===== config.mk =====
export PLATFORM = sky130hd
export DESIGN_NAME = ddr4_cmd_issuer
export DESIGN_NICKNAME = d
export VERILOG_FILES = /design/src/rtl/ddr4_cmd_issuer.sv
export SDC_FILE = /design/constraint.sdc
export NUM_CORES = 1
export LEC_CHECK = 0
export ABC_AREA = 1
export BUFFER_PORTS_ARGS = -buffer_cell sky130_fd_sc_hd__buf_2
export CORE_MARGIN = 2
export CORE_UTILIZATION = 45
export CTS_BUF_LIST = sky130_fd_sc_hd__clkbuf_16
export DETAILED_ROUTE_END_ITERATION = 6
export MAX_ROUTING_LAYER = met4
export PLACE_DENSITY_LB_ADDON = 0.05
export REMOVE_ABC_BUFFERS = 1
export SLEW_MARGIN = 40
export SYNTH_ARGS = -nofsm -noshare
export SYNTH_HDL_FRONTEND = slang
export SYNTH_SLANG_ARGS = --single-unit

===== constraint.sdc =====
create_clock -name clk_i -period 2.42 [get_ports clk_i]
set_input_delay 0.242 -clock clk_i [delete_from_list [all_inputs] [get_ports clk_i]]
set_output_delay 0.242 -clock clk_i [all_outputs]
set_load 0.01 [all_outputs]

===== src/rtl/ddr4_cmd_issuer.sv =====
// DDR4 closed-page command issuer: pops one request, issues ACT -> RD|WR -> PRE with timing.
// Optional `DDR4_CMD_TRACE_EN` prints one line per issued command (simulation only).
module ddr4_cmd_issuer #(
  parameter int unsigned TRcd = 24,
  parameter int unsigned TRas = 52,
  parameter int unsigned TRp  = 24,
  parameter int unsigned TCl  = 24,
  parameter int unsigned TCwl = 20,
  parameter int unsigned TBl  = 4,
  parameter int unsigned TWr  = 20
) (
  input  logic        clk_i,
  input  logic        rst_ni,
  input  logic [63:0] now_time_i,
  input  logic        req_valid_i,
  input  logic [63:0] req_time_i,
  input  logic [1:0]  req_op_i,
  input  logic [35:0] req_addr_i,
  output logic        req_ready_o,
  output logic        cmd_valid_o,
  output logic [2:0]  cmd_code_o,
  output logic [1:0]  cmd_bg_o,
  output logic [1:0]  cmd_bank_o,
  output logic [17:0] cmd_row_o,
  output logic [7:0]  cmd_col_o,
  output logic        busy_o
);

  localparam logic [2:0] CmdNop = 3'd0;
  localparam logic [2:0] CmdAct = 3'd1;
  localparam logic [2:0] CmdRd  = 3'd2;
  localparam logic [2:0] CmdWr  = 3'd3;
  localparam logic [2:0] CmdPre = 3'd4;

  // PRE delay measured from the RD/WR cycle; tRAS is re-expressed relative to that cycle.
  localparam int unsigned RasRem     = (TRas > TRcd) ? (TRas - TRcd) : 0;
  localparam int unsigned RdBurstEnd = TCl + TBl;
  localparam int unsigned WrBurstEnd = TCwl + TBl + TWr;
  localparam int unsigned RdPreInt   = (RasRem > RdBurstEnd) ? RasRem : RdBurstEnd;
  localparam int unsigned WrPreInt   = (RasRem > WrBurstEnd) ? RasRem : WrBurstEnd;

  localparam logic [7:0] RdPreDly = 8'(RdPreInt);
  localparam logic [7:0] WrPreDly = 8'(WrPreInt);
  localparam logic [7:0] RcdLoad  = 8'((TRcd > 1) ? (TRcd - 1) : 0);
  // IDLE is re-entered one cycle early so the next ACT can land exactly tRP after PRE.
  localparam logic [7:0] RpLoad   = 8'((TRp > 2) ? (TRp - 2) : 0);

  typedef enum logic [2:0] {
    StIdle,
    StAct,
    StWaitRcd,
    StRw,
    StWaitPre,
    StPre,
    StWaitRp
  } state_e;

  state_e      state_q, state_d;
  logic [7:0]  cnt_q, cnt_d;
  logic        wr_q, wr_d;
  logic [1:0]  bg_q, bg_d;
  logic [1:0]  bank_q, bank_d;
  logic [17:0] row_q, row_d;
  logic [7:0]  col_q, col_d;

  logic        accept;
  logic [7:0]  pre_dly;

  assign accept  = req_ready_o;
  assign pre_dly = wr_q ? WrPreDly : RdPreDly;

  // State and counter register.
  always_ff @(posedge clk_i or negedge rst_ni) begin
    if (!rst_ni) begin
      state_q <= StIdle;
      cnt_q   <= 8'd0;
    end else begin
      state_q <= state_d;
      cnt_q   <= cnt_d;
    end
  end

  // Latched request; fields are only sampled on the handshake.
  always_ff @(posedge clk_i or negedge rst_ni) begin
    if (!rst_ni) begin
      wr_q   <= 1'b0;
      bg_q   <= 2'd0;
      bank_q <= 2'd0;
      row_q  <= 18'd0;
      col_q  <= 8'd0;
    end else begin
      wr_q   <= wr_d;
      bg_q   <= bg_d;
      bank_q <= bank_d;
      row_q  <= row_d;
      col_q  <= col_d;
    end
  end

  always_comb begin
    wr_d   = wr_q;
    bg_d   = bg_q;
    bank_d = bank_q;
    row_d  = row_q;
    col_d  = col_q;
    if (accept) begin
      wr_d   = (req_op_i == 2'd1);
      bg_d   = req_addr_i[7:6];
      bank_d = req_addr_i[9:8];
      col_d  = req_addr_i[17:10];
      row_d  = req_addr_i[35:18];
    end
  end

  // Next-state logic.
  always_comb begin
    state_d = state_q;
    cnt_d   = cnt_q;
    unique case (state_q)
      StIdle: begin
        if (accept) begin
          state_d = StAct;
        end
      end
      StAct: begin
        if (RcdLoad == 8'd0) begin
          state_d = StRw;
        end else begin
          state_d = StWaitRcd;
          cnt_d   = RcdLoad;
        end
      end
      StWaitRcd: begin
        if (cnt_q <= 8'd1) begin
          state_d = StRw;
          cnt_d   = 8'd0;
        end else begin
          cnt_d = cnt_q - 8'd1;
        end
      end
      StRw: begin
        if (pre_dly <= 8'd1) begin
          state_d = StPre;
        end else begin
          state_d = StWaitPre;
          cnt_d   = pre_dly - 8'd1;
        end
      end
      StWaitPre: begin
        if (cnt_q <= 8'd1) begin
          state_d = StPre;
          cnt_d   = 8'd0;
        end else begin
          cnt_d = cnt_q - 8'd1;
        end
      end
      StPre: begin
        if (RpLoad == 8'd0) begin
          state_d = StIdle;
        end else begin
          state_d = StWaitRp;
          cnt_d   = RpLoad;
        end
      end
      StWaitRp: begin
        if (cnt_q <= 8'd1) begin
          state_d = StIdle;
          cnt_d   = 8'd0;
        end else begin
          cnt_d = cnt_q - 8'd1;
        end
      end
      default: begin
        state_d = StIdle;
        cnt_d   = 8'd0;
      end
    endcase
  end

  // Outputs; req_ready is gated by reset so nothing is popped while reset is held.
  always_comb begin
    req_ready_o = 1'b0;
    cmd_valid_o = 1'b0;
    cmd_code_o  = CmdNop;
    busy_o      = (state_q != StIdle);
    unique case (state_q)
      StIdle: begin
        req_ready_o = rst_ni && req_valid_i && (now_time_i >= req_time_i);
      end
      StAct: begin
        cmd_valid_o = 1'b1;
        cmd_code_o  = CmdAct;
      end
      StRw: begin
        cmd_valid_o = 1'b1;
        cmd_code_o  = wr_q ? CmdWr : CmdRd;
      end
      StPre: begin
        cmd_valid_o = 1'b1;
        cmd_code_o  = CmdPre;
      end
      default: begin
        cmd_valid_o = 1'b0;
      end
    endcase
  end

  assign cmd_bg_o   = bg_q;
  assign cmd_bank_o = bank_q;
  assign cmd_row_o  = row_q;
  assign cmd_col_o  = col_q;

`ifdef DDR4_CMD_TRACE_EN
  always_ff @(posedge clk_i) begin
    if (cmd_valid_o) begin
      unique case (cmd_code_o)
        CmdAct:  $display("%0d ACT bg=%h bank=%h row|col=%h", now_time_i, bg_q, bank_q, row_q);
        CmdRd:   $display("%0d RD bg=%h bank=%h row|col=%h", now_time_i, bg_q, bank_q, col_q);
        CmdWr:   $display("%0d WR bg=%h bank=%h row|col=%h", now_time_i, bg_q, bank_q, col_q);
        default: $display("%0d PRE bg=%h bank=%h row|col=%h", now_time_i, bg_q, bank_q, row_q);
      endcase
    end
  end
`endif

endmodule

==> impl_results.md, run 1 <==
* Status: finished, final reports clean
* DP Wirelength at 8106 microns
* Row cnt at 32
* Delay-heaviest family, CP: simple AND/OR/NAND/NOR gates
* NumNets Final at 939
* Initial core utilization at 46.83%
* Power per cell area at 721.6 mW/mm^2
* Buffers and inverters on the worst path at 3
* Die Y at 93.91 microns
* Synth Area per Inst at 7.245 sq um
* Period utilisation layout at 89.70%
* H-tree lvl count at 2
* Cell mode on critical path: nand2_1
* Hold_buf cts at 0
* Max-cap violations at 0
* Worst-path cell chain: buf_2 -> inv_1 -> ha_1 -> nand2_1 -> nor2_2 -> nand2_1 -> nor3_2 -> nand2_1 -> nor2_1 -> nand2_1 -> nand2_2 -> nand2_4 -> nor2_8 -> buf_2
* Synth warn at 0
* Drt first pass iters at 4
* WL/cell at 11.82 microns
* Worst hold-check path type: in2async
* Crit path max fanout at 17
* Max-slew headroom at 65.38%
* Gr ovfl total at 0
* Max-slew violations at 0
* Synth unique cells at 29
* Dpl cell area at 0.004737 sq mm
* Area leader, netlist: dfrtp_1
* Critical Path RT at 2.18 ns
* Critical path's slowest cell: ha_1
* RSZ-0062 raised after global routing: false
* VDD IR-drop max at 0.7578 mV
* Final Cell Area at 0.004878 sq mm
* Arrival @ worst endpoint at 1.93 ns
* Pint at 2.073 mW
* Peak Freq at 460.7 MHz
* CTS Root Cell: clkbuf_16
* Tot GR Track Use at 22.05%
* Die area at 0.008818 sq mm
* Final wirelength at 9541 microns
* Switch share at 41.10%
* CTS buffer count at 5
* Largest net degree at the start of global routing at 43
* Fin crit period at 2.171 ns
* GP Congestion at 0.8626
* Layout cells sized above 1 at 32.20%
* Fin worst setup slack at 0.2492 ns
* Origin of the worst setup path: req_time_i[55]
* Cell Area, Synth at 0.003637 sq mm
* Commonest cells after routing, fill and taps aside: buf_2, nand2_1, inv_1, ha_1, o21ai_0
* Ant. Diodes at 0
* Skew final at 0.004706 ns
* Longest Clk Path Bufs at 2
* Worst-skew pair later-pin latency at 0.28 ns
* Post-synth EDFFs at 0
* Setup bufs post-CTS at 0
* Top-Level Pins at 205
* Clock Sinks at 42
* Pleak at 3.032 nW
* Gate power share at 46.9%
* Main synth FF type: dfrtp_1
* Top cell type's share of synthesized area at 28.90%
* # DRC at 0
* Clk slew on worst S/H paths at 0.06 ns
* Switching Power at 1.447 mW
* Crit end category: output port
* Cells after synthesis at 502
* Filler cells at 764
* Port bufs at 198
* CP startpoint kind: primary input
* Top cells by area, synth: dfrtp_1, ha_1, nand2_1
* Vias at 3,781
* Part of the power in registers at 34.9%
* Setup TNS at 0 ns
* Clk pwr share at 18.1%
* Global-route wire length before repair at 15,360 microns
* Vias in the first global route at 3,600
* Final Power at 3.520 mW
* Pre-CTS setup slack at 0.2124 ns
* Initial antenna violation count at 0
* Seq/Total Area, Yosys at 28.90%
* Die X at 93.91 microns
* CTS tree: built
* Final Setup Violations at 0
* Max incr delay on CP at 0.29 ns
* Initial DRC count at 82
* Reg2reg start: cnt_q[0]
* FF+latch count, synth at 42
* Most common library cell in the layout ignoring fill and taps: buf_2
* DRT antenna net count at 0
* Post_cts resized at 0
* Async SR Flop Fraction at 100.0%
* Final Hold Violating Endpoints at 0
* Critical path class: in2out
* Slew @ Worst Pin at 0.5194 ns
* Vias/cell at 4.685
* Core area at 0.007767 sq mm
* Synthesis-to-layout area growth at 34.12%
-- power by group through the flow --
stage	registers, mW	logic (mW)	clock network (mW)
after CTS	1.23	1.68	0.654
after floorplan	1.34	0.851	0
after detailed placement	1.23	1.67	0
after global routing	1.27	1.89	0.678
final	1.23	1.65	0.638
after global placement	1.22	1.64	0
-- registers in the layout, indices dropped and copies added (netlist names) --
| name | flops |
|---|---|
| cmd_row_o | 18 |
| cmd_col_o | 8 |
| cnt_q | 8 |
| state_q | 3 |
| cmd_bank_o | 2 |
| cmd_bg_o | 2 |
| wr_q | 1 |
-- metal layers --
| metal | track usage [%] | routed length (microns) | up-vias |
|---|---|---|---|
| met4 | 5.314 | 70 | 0 |
| met2 | 40.24 | 4687 | 138 |
| li1 | - | - | 2007 |
| met5 | - | 0 | - |
| met3 | 3.210 | 754 | 4 |
| met1 | 25.47 | 4029 | 1632 |
-- synthesized netlist by cell type, types with 2 or more instances --
cell type    n
nand2_1    141
inv_1       93
ha_1        66
o21ai_0     44
dfrtp_1     42
a21oi_1     31
nor2_1      29
nand2_2     11
nand3_1      6
nor3_1       5
o221ai_1     4
clkbuf_1     3
clkbuf_2     3
a21o_1       2
buf_6        2
nand4_1      2
nor2_2       2
o211ai_1     2
o21a_1       2
xnor2_1      2
xor2_1       2
-- final cells by class --
type                            instances  area, sq um  share of cell area [%]
Inverter                               93        349.1                   7.156
Tap cell                              102        127.6                   2.616
Sequential cell                        42         1051                   21.54
Multi-Input combinational cell        358         2173                   44.55
Clock buffer                            5        125.1                   2.565
Timing Repair Buffer                  204         1036                   21.24
Clock inverter                          3        16.27                  0.3334
-- kinds of logic (layout without fill, tap and decap cells) --
family	after synthesis	after routing	share of synthesized area [%]
AND/OR/NAND/NOR	200	200	22.94
buffers and inverters	102	305	11.35
AO/OA/AOI/OAI	88	88	13.14
adder cells (fa/ha/maj)	66	66	22.70
flip-flops	42	42	28.90
XOR/XNOR	4	4	0.9634
-- metrics by stage --
step / instances / hold slack, ns / util, %
final: 807 / 0.04830 / 62.81
after global routing: 807 / 0.1034 / 62.81
after CTS: 807 / 0.06649 / 62.81
after detailed placement: 799 / 0.3655 / 60.99
after global placement: 799 / 0.3769 / 60.99
after floorplan: 493 / -0.05359 / -
-- worst paths after layout --
check / to / slack, ns / cells past startpoint
max: req_ready_o / 0.25 / 14
min in group clk_i: cmd_row_o[13] / 0.16 / 3
min reg2reg: cmd_col_o[0] / 0.49 / 2
min: cnt_q[1] / 0.05 / 2
max reg2reg: cnt_q[7] / 0.81 / 6
max in group asynchronous: cmd_row_o[11] / 2.02 / 2
(Power assumes the default switching activity.)
==> run 2, diff against run 1 <==
--- a/config.mk
+++ b/config.mk
@@ -12,7 +12,7 @@
 export CTS_BUF_LIST = sky130_fd_sc_hd__clkbuf_16
 export DETAILED_ROUTE_END_ITERATION = 6
 export MAX_ROUTING_LAYER = met4
-export PLACE_DENSITY_LB_ADDON = 0.05
+export PLACE_DENSITY = 0.85
 export REMOVE_ABC_BUFFERS = 1
 export SLEW_MARGIN = 40
 export SYNTH_ARGS = -nofsm -noshare
==> run 2 against run 1 <==
Worst setup slack got worse by 0.039 ns. Count of clock-buffer cells in the layout unchanged. Wire length increased by 7.6%. Worst hold slack got worse by 0.0058 ns. Combinational power increased by 2%. Utilization increased by 0.24 points. Via count increased by 4.9%. Maximum frequency decreased by 1.8%. Global-route usage increased by 1.3 points. Register-to-register slack got worse by 0.08 ns. Die area unchanged. Sequential share of layout area decreased by 0.083 points. Critical path type unchanged.
==> impl_results.md, run 2 (synthesis gave the netlist of run 1 again) <==
* Reg2reg start: cnt_q[0]
* Crit end category: output port
* Initial DRC count at 117 (+43%)
* Initial antenna violation count at 1 (+1)
* Post_cts resized at 0 (unchanged)
* Final Setup Violations at 0 (unchanged)
* Gr ovfl total at 0 (unchanged)
* CP startpoint kind: primary input
* Fin crit period at 2.210 ns (+0.03879 ns)
* Final wirelength at 10,270 microns (+7.6%)
* Longest Clk Path Bufs at 2 (unchanged)
* DRT antenna net count at 0 (unchanged)
* Power per cell area at 728.2 mW/mm^2 (+0.93%)
* Die area at 0.008818 sq mm (unchanged)
* Pint at 2.077 mW (+0.19%)
* Initial core utilization at 46.83% (unchanged)
* Most common library cell in the layout ignoring fill and taps: buf_2
* Vias at 3,967 (+4.9%)
* NumNets Final at 940 (+0.11%)
* Clock Sinks at 42 (unchanged)
* Critical Path RT at 2.18 ns (about the same)
* Largest net degree at the start of global routing at 43 (unchanged)
* VDD IR-drop max at 0.5976 mV (-21%)
* Clk pwr share at 17.8% (-0.3 points)
* Arrival @ worst endpoint at 1.97 ns (+0.04 ns)
* Pre-CTS setup slack at 0.1626 ns (-0.04980 ns)
* DP Wirelength at 8586 microns (+5.9%)
* GP Congestion at 0.9435 (+9.4%)
* CTS buffer count at 5 (unchanged)
* Max-cap violations at 0 (unchanged)
* Pleak at 3.045 nW (+0.42%)
* Final Cell Area at 0.004897 sq mm (+0.38%)
* Vias/cell at 4.904 (+4.7%)
* Commonest cells after routing, fill and taps aside: buf_2, nand2_1, inv_1, ha_1, o21ai_0
* Synthesis-to-layout area growth at 34.64%
* Die Y at 93.91 microns (unchanged)
* Slew @ Worst Pin at 0.5274 ns (+0.008063 ns)
* Switch share at 41.76% (+0.66 points)
* Row cnt at 32 (unchanged)
* Worst hold-check path type: in2async
* Status: finished, final reports clean
* Core area at 0.007767 sq mm (unchanged)
* Hold_buf cts at 0 (unchanged)
* CTS Root Cell: clkbuf_16
* CTS tree: built
* Peak Freq at 452.6 MHz (-1.8%)
* Global-route wire length before repair at 16,110 microns (+4.9%)
* Tot GR Track Use at 23.31% (+1.3 points)
* Reg2Reg Depth at 7 (+1)
* Period utilisation layout at 91.30% (+1.6 points)
* Port bufs at 198 (unchanged)
* H-tree lvl count at 2 (unchanged)
* Max FFs per register at 18 (unchanged)
* Max-slew headroom at 64.84% (-0.54 points)
* Gate power share at 47.5% (+0.6 points)
* Crit path max fanout at 18 (+1)
* Vias in the first global route at 3,774 (+4.8%)
* Final Hold Violating Endpoints at 0 (unchanged)
* Dpl cell area at 0.004735 sq mm (about the same)
* Fin worst setup slack at 0.2104 ns (-0.03879 ns)
* Die X at 93.91 microns (unchanged)
* Filler cells at 705 (-7.7%)
* Critical path class: in2out
* Max-slew violations at 0 (unchanged)
* Worst-skew pair later-pin latency at 0.29 ns (about the same)
* Reg2reg end: cnt_q[3]
* # DRC at 0 (unchanged)
* Top-Level Pins at 205 (unchanged)
* Skew final at 0.004671 ns (-0.00003533 ns)
* Switching Power at 1.489 mW (+2.9%)
* Drt first pass iters at 4 (unchanged)
* Layout cells sized above 1 at 32.15% (-0.046 points)
* Part of the power in registers at 34.7% (-0.2 points)
* Reg2reg setup slack at 0.73 ns (-0.08 ns)
* Clk slew on worst S/H paths at 0.06 ns (about the same)
* WL/cell at 12.69 microns (+7.4%)
==> run 2: cell types whose count changed in the layout (fill, tap and decap cells not counted), sizes merged <==
| cell | previous run | this run |
|---|---|---|
| clkinvlp | 1 | 0 |
| inv | 93 | 94 |
| diode | 0 | 1 |
| buf | 204 | 205 |
==> run 2: metal layers <==
metal  GRT usage [%]  vias to the layer above  wire length, microns
met5               -                        -                     0
met1           24.92                     1757                  3923
met4           9.300                        0                   272
li1                -                     2011                     -
met3           4.655                       24                   833
met2           42.14                      175                  5240
==> run 2: power by group through the flow <==
stage	logic, mW	clock network, mW	registers, mW
2_1_floorplan	0.851	0	1.34
3_3_place_gp	1.62	0	1.23
3_5_place_dp	1.69	0	1.24
4_1_cts	1.70	0.643	1.24
5_1_grt	1.91	0.665	1.29
6_report	1.69	0.635	1.24
==> run 2: cell type report <==
class	count	area (sq um)	share of cell area [%]
clock inverter	3	12.51	0.2555
antenna	1	2.502	0.05110
sequential	42	1051	21.46
tap	102	127.6	2.606
inverter	93	349.1	7.128
clock buffer	5	125.1	2.555
timing repair buffer	205	1056	21.56
multi-input combinational	358	2173	44.38
==> run 2: how the worst max path moves through the flow <==
stage	slack [ns]	cells after the start	startpoint	endpoint
4_1_cts	0.16	14	req_time_i[55]	req_ready_o
3_3_place_gp	0.17	13	now_time_i[55]	req_ready_o
6_report	0.21	16	req_time_i[31]	req_ready_o
2_1_floorplan	0.43	13	req_time_i[55]	wr_q
3_5_place_dp	0.16	16	req_time_i[55]	cmd_col_o[4]
5_1_grt	-0.0006	16	req_time_i[31]	req_ready_o
==> run 2: stage by stage <==
step | utilization, % | cells | power [mW] | hold slack [ns] | TNS (ns)
2_1_floorplan | - | 493 | 2.188 | -0.05359 | 0
3_3_place_gp | 60.95 | 797 | 2.849 | 0.3551 | 0
3_5_place_dp | 60.95 | 797 | 2.932 | 0.3671 | 0
4_1_cts | 62.73 | 805 | 3.578 | 0.06162 | 0
5_1_grt | 63.05 | 809 | 3.866 | 0.09133 | -0.0005920
6_report | 63.05 | 809 | 3.566 | 0.04250 | 0
==> run 2: worst max-delay path, cell delays in order <==
cell	delay [ns]
buf_2	0.07
inv_1	0.03
ha_1	0.29
nand2_1	0.08
nor2_1	0.16
nand2_1	0.08
nor2_1	0.14
nand2_1	0.07
nand2_1	0.06
nor2_1	0.04
nand2_1	0.07
nand2_1	0.06
nand2_2	0.07
nand2_4	0.14
nor2_8	0.18
buf_2	0.16
==> run 2: what timing repair did <==
action / CTS / global route
setup endpoints to repair: 0 / 1
buffers inserted: 0 / 3
endpoints found under the hold margin: 0 / 0
==> run 3, diff against run 2 <==
--- a/config.mk
+++ b/config.mk
@@ -13,6 +13,7 @@
 export DETAILED_ROUTE_END_ITERATION = 6
 export MAX_ROUTING_LAYER = met4
 export PLACE_DENSITY = 0.85
+export RECOVER_POWER = 50
 export REMOVE_ABC_BUFFERS = 1
 export SLEW_MARGIN = 40
 export SYNTH_ARGS = -nofsm -noshare
==> run 3 against run 2 <==
Final cell count unchanged. Worst hold slack better by 0.11 ns. Power down 0.97%. First-iteration DRC count up 7.7%. Via count down 0.38%. Global-route usage unchanged. Combinational power down 2%. Critical path type unchanged.
==> impl_results.md, run 3 (synthesis gave the netlist of run 1 again) <==
* Vias at 3,952 (-0.38%)
* Fin worst setup slack at 0.2126 ns (+0.002177 ns)
* Initial antenna violation count at 1 (unchanged)
* DRT antenna net count at 0 (unchanged)
* Post_cts resized at 0 (unchanged)
* Max-slew headroom at 31.71% (-33 points)
* Max-slew violations at 0 (unchanged)
* Fin crit period at 2.207 ns (-0.002177 ns)
* Switch share at 42.27% (+0.52 points)
* Clock Sinks at 42 (unchanged)
* WL/cell at 12.67 microns (-0.15%)
* Gate power share at 46.8% (-0.7 points)
* Gr ovfl total at 0 (unchanged)
* Synthesis-to-layout area growth at 33.95%
* Critical path class: in2out
* Final Hold Violating Endpoints at 0 (unchanged)
* Period utilisation layout at 91.21% (about the same)
* Top-Level Pins at 205 (unchanged)
* CTS buffer count at 5 (unchanged)
* Clk pwr share at 18.0% (+0.2 points)
* GP Congestion at 0.9435 (unchanged)
* Largest net degree at the start of global routing at 43 (unchanged)
* Slew @ Worst Pin at 1.024 ns (+0.4969 ns)
* Layout cells sized above 1 at 29.60% (-2.5 points)
* Clk slew on worst S/H paths at 0.06 ns (about the same)
* Drt first pass iters at 4 (unchanged)
* Die Y at 93.91 microns (unchanged)
* Hold path cells at 3
* NumNets Final at 940 (unchanged)
* Core area at 0.007767 sq mm (unchanged)
* Initial core utilization at 46.83% (unchanged)
* # DRC at 0 (unchanged)
* Final Setup Violations at 0 (unchanged)
* Skew final at 0.004351 ns (-0.0003194 ns)
* Commonest cells after routing, fill and taps aside: buf_2, nand2_1, inv_1, ha_1, o21ai_0
* Pleak at 2.985 nW (-2.0%)
* Vias in the first global route at 3,774 (unchanged)
* Tot GR Track Use at 23.31% (unchanged)
* Worst hold-check path type: in2reg
* Pint at 2.039 mW (-1.9%)
* Final wirelength at 10,250 microns (-0.15%)
* Most common library cell in the layout ignoring fill and taps: buf_2
* Die X at 93.91 microns (unchanged)
* Global-route wire length before repair at 16,110 microns (unchanged)
* H-tree lvl count at 2 (unchanged)
* Power per cell area at 724.9 mW/mm^2 (-0.46%)
* Worst-skew pair later-pin latency at 0.29 ns (about the same)
* Crit end category: output port
* CTS tree: built
* Vias/cell at 4.885 (-0.38%)
* Reg2Reg Depth at 7 (unchanged)
* Pre-CTS setup slack at 0.1626 ns (unchanged)
* Max-cap violations at 0 (unchanged)
* CP startpoint kind: primary input
* Final Power at 3.532 mW (-0.97%)
* Critical Path RT at 2.18 ns (about the same)
* Port bufs at 198 (unchanged)
* Initial DRC count at 126 (+7.7%)
* Status: finished, final reports clean
* Crit path max fanout at 18 (unchanged)
* VDD IR-drop max at 0.5867 mV (-1.8%)
* Arrival @ worst endpoint at 1.97 ns (about the same)
* DP Wirelength at 8586 microns (unchanged)
* Peak Freq at 453.0 MHz (about the same)
* Longest Clk Path Bufs at 2 (unchanged)
* Die area at 0.008818 sq mm (unchanged)
* Part of the power in registers at 35.2% (+0.5 points)
* Switching Power at 1.493 mW (+0.26%)
* CTS Root Cell: clkbuf_16
* Row cnt at 32 (unchanged)
* Max FFs per register at 18 (unchanged)
run 3: cell types whose count changed in the layout (fill, tap and decap cells not counted), sizes merged:
cell,delta
clkbuf,+19
buf,-19
run 3: area by class of cell:
| class | instances | area (sq um) |
|---|---|---|
| well taps | 102 | 127.6 |
| repair buffers | 205 | 1031 |
| fillers | 716 | 2895 |
| diodes | 1 | 2.502 |
| flip-flops and latches | 42 | 1051 |
| clock inverters | 3 | 12.51 |
| clock buffers | 5 | 125.1 |
| multi-input cells | 358 | 2173 |
| inverters | 93 | 349.1 |
run 3: metal layers:
metal  vias up  track usage (%)  wire [microns]
li1       2010                -               -
met2       166            42.14            5258
met3        25            4.655             797
met4         0            9.300             272
met1      1751            24.92            3924
met5         -                -               0
run 3: power groups by stage:
stage	Combinational [mW]	Sequential, mW	Clock [mW]
global route	1.87	1.29	0.665
detailed placement	1.69	1.24	0
CTS	1.70	1.24	0.643
global placement	1.62	1.23	0
finish	1.65	1.24	0.634
floorplan	0.851	1.34	0
run 3: critical path, cell delays in order:
cell,delay [ns]
buf_2,0.07
inv_1,0.03
ha_1,0.29
nand2_1,0.08
nor2_1,0.16
nand2_1,0.08
nor2_1,0.14
nand2_1,0.07
nand2_1,0.06
nor2_1,0.04
nand2_1,0.07
nand2_1,0.06
nand2_2,0.07
nand2_4,0.14
nor2_8,0.18
buf_2,0.16
run 3: worst paths after layout:
kind / from / end / slack (ns)
min in group asynchronous: rst_ni / cmd_row_o[2] / 0.25
hold / removal: req_addr_i[30] / cmd_row_o[12] / 0.15
max in group asynchronous: rst_ni / cmd_col_o[4] / 1.54
hold reg to reg: cmd_col_o[3] / cmd_col_o[3] / 0.50
setup reg to reg: cnt_q[0] / cnt_q[7] / 0.74
setup / recovery: req_time_i[31] / req_ready_o / 0.21
run 3: timing repair:
item,CTS,global route
buffers inserted,0,3
hold buffers,0,0
setup endpoints to repair,0,1
run 3: stage by stage:
stage | util (%) | setup TNS (ns) | instances | hold slack (ns) | instance area [sq um]
finish | 62.73 | 0 | 809 | 0.1513 | 4872
global route | 62.73 | -0.0005922 | 809 | 0.1616 | 4872
CTS | 62.73 | 0 | 805 | 0.06162 | 4872
detailed placement | 60.95 | 0 | 797 | 0.3671 | 4735
global placement | 60.95 | 0 | 797 | 0.3551 | 4735
floorplan | - | 0 | 493 | -0.05359 | 3573
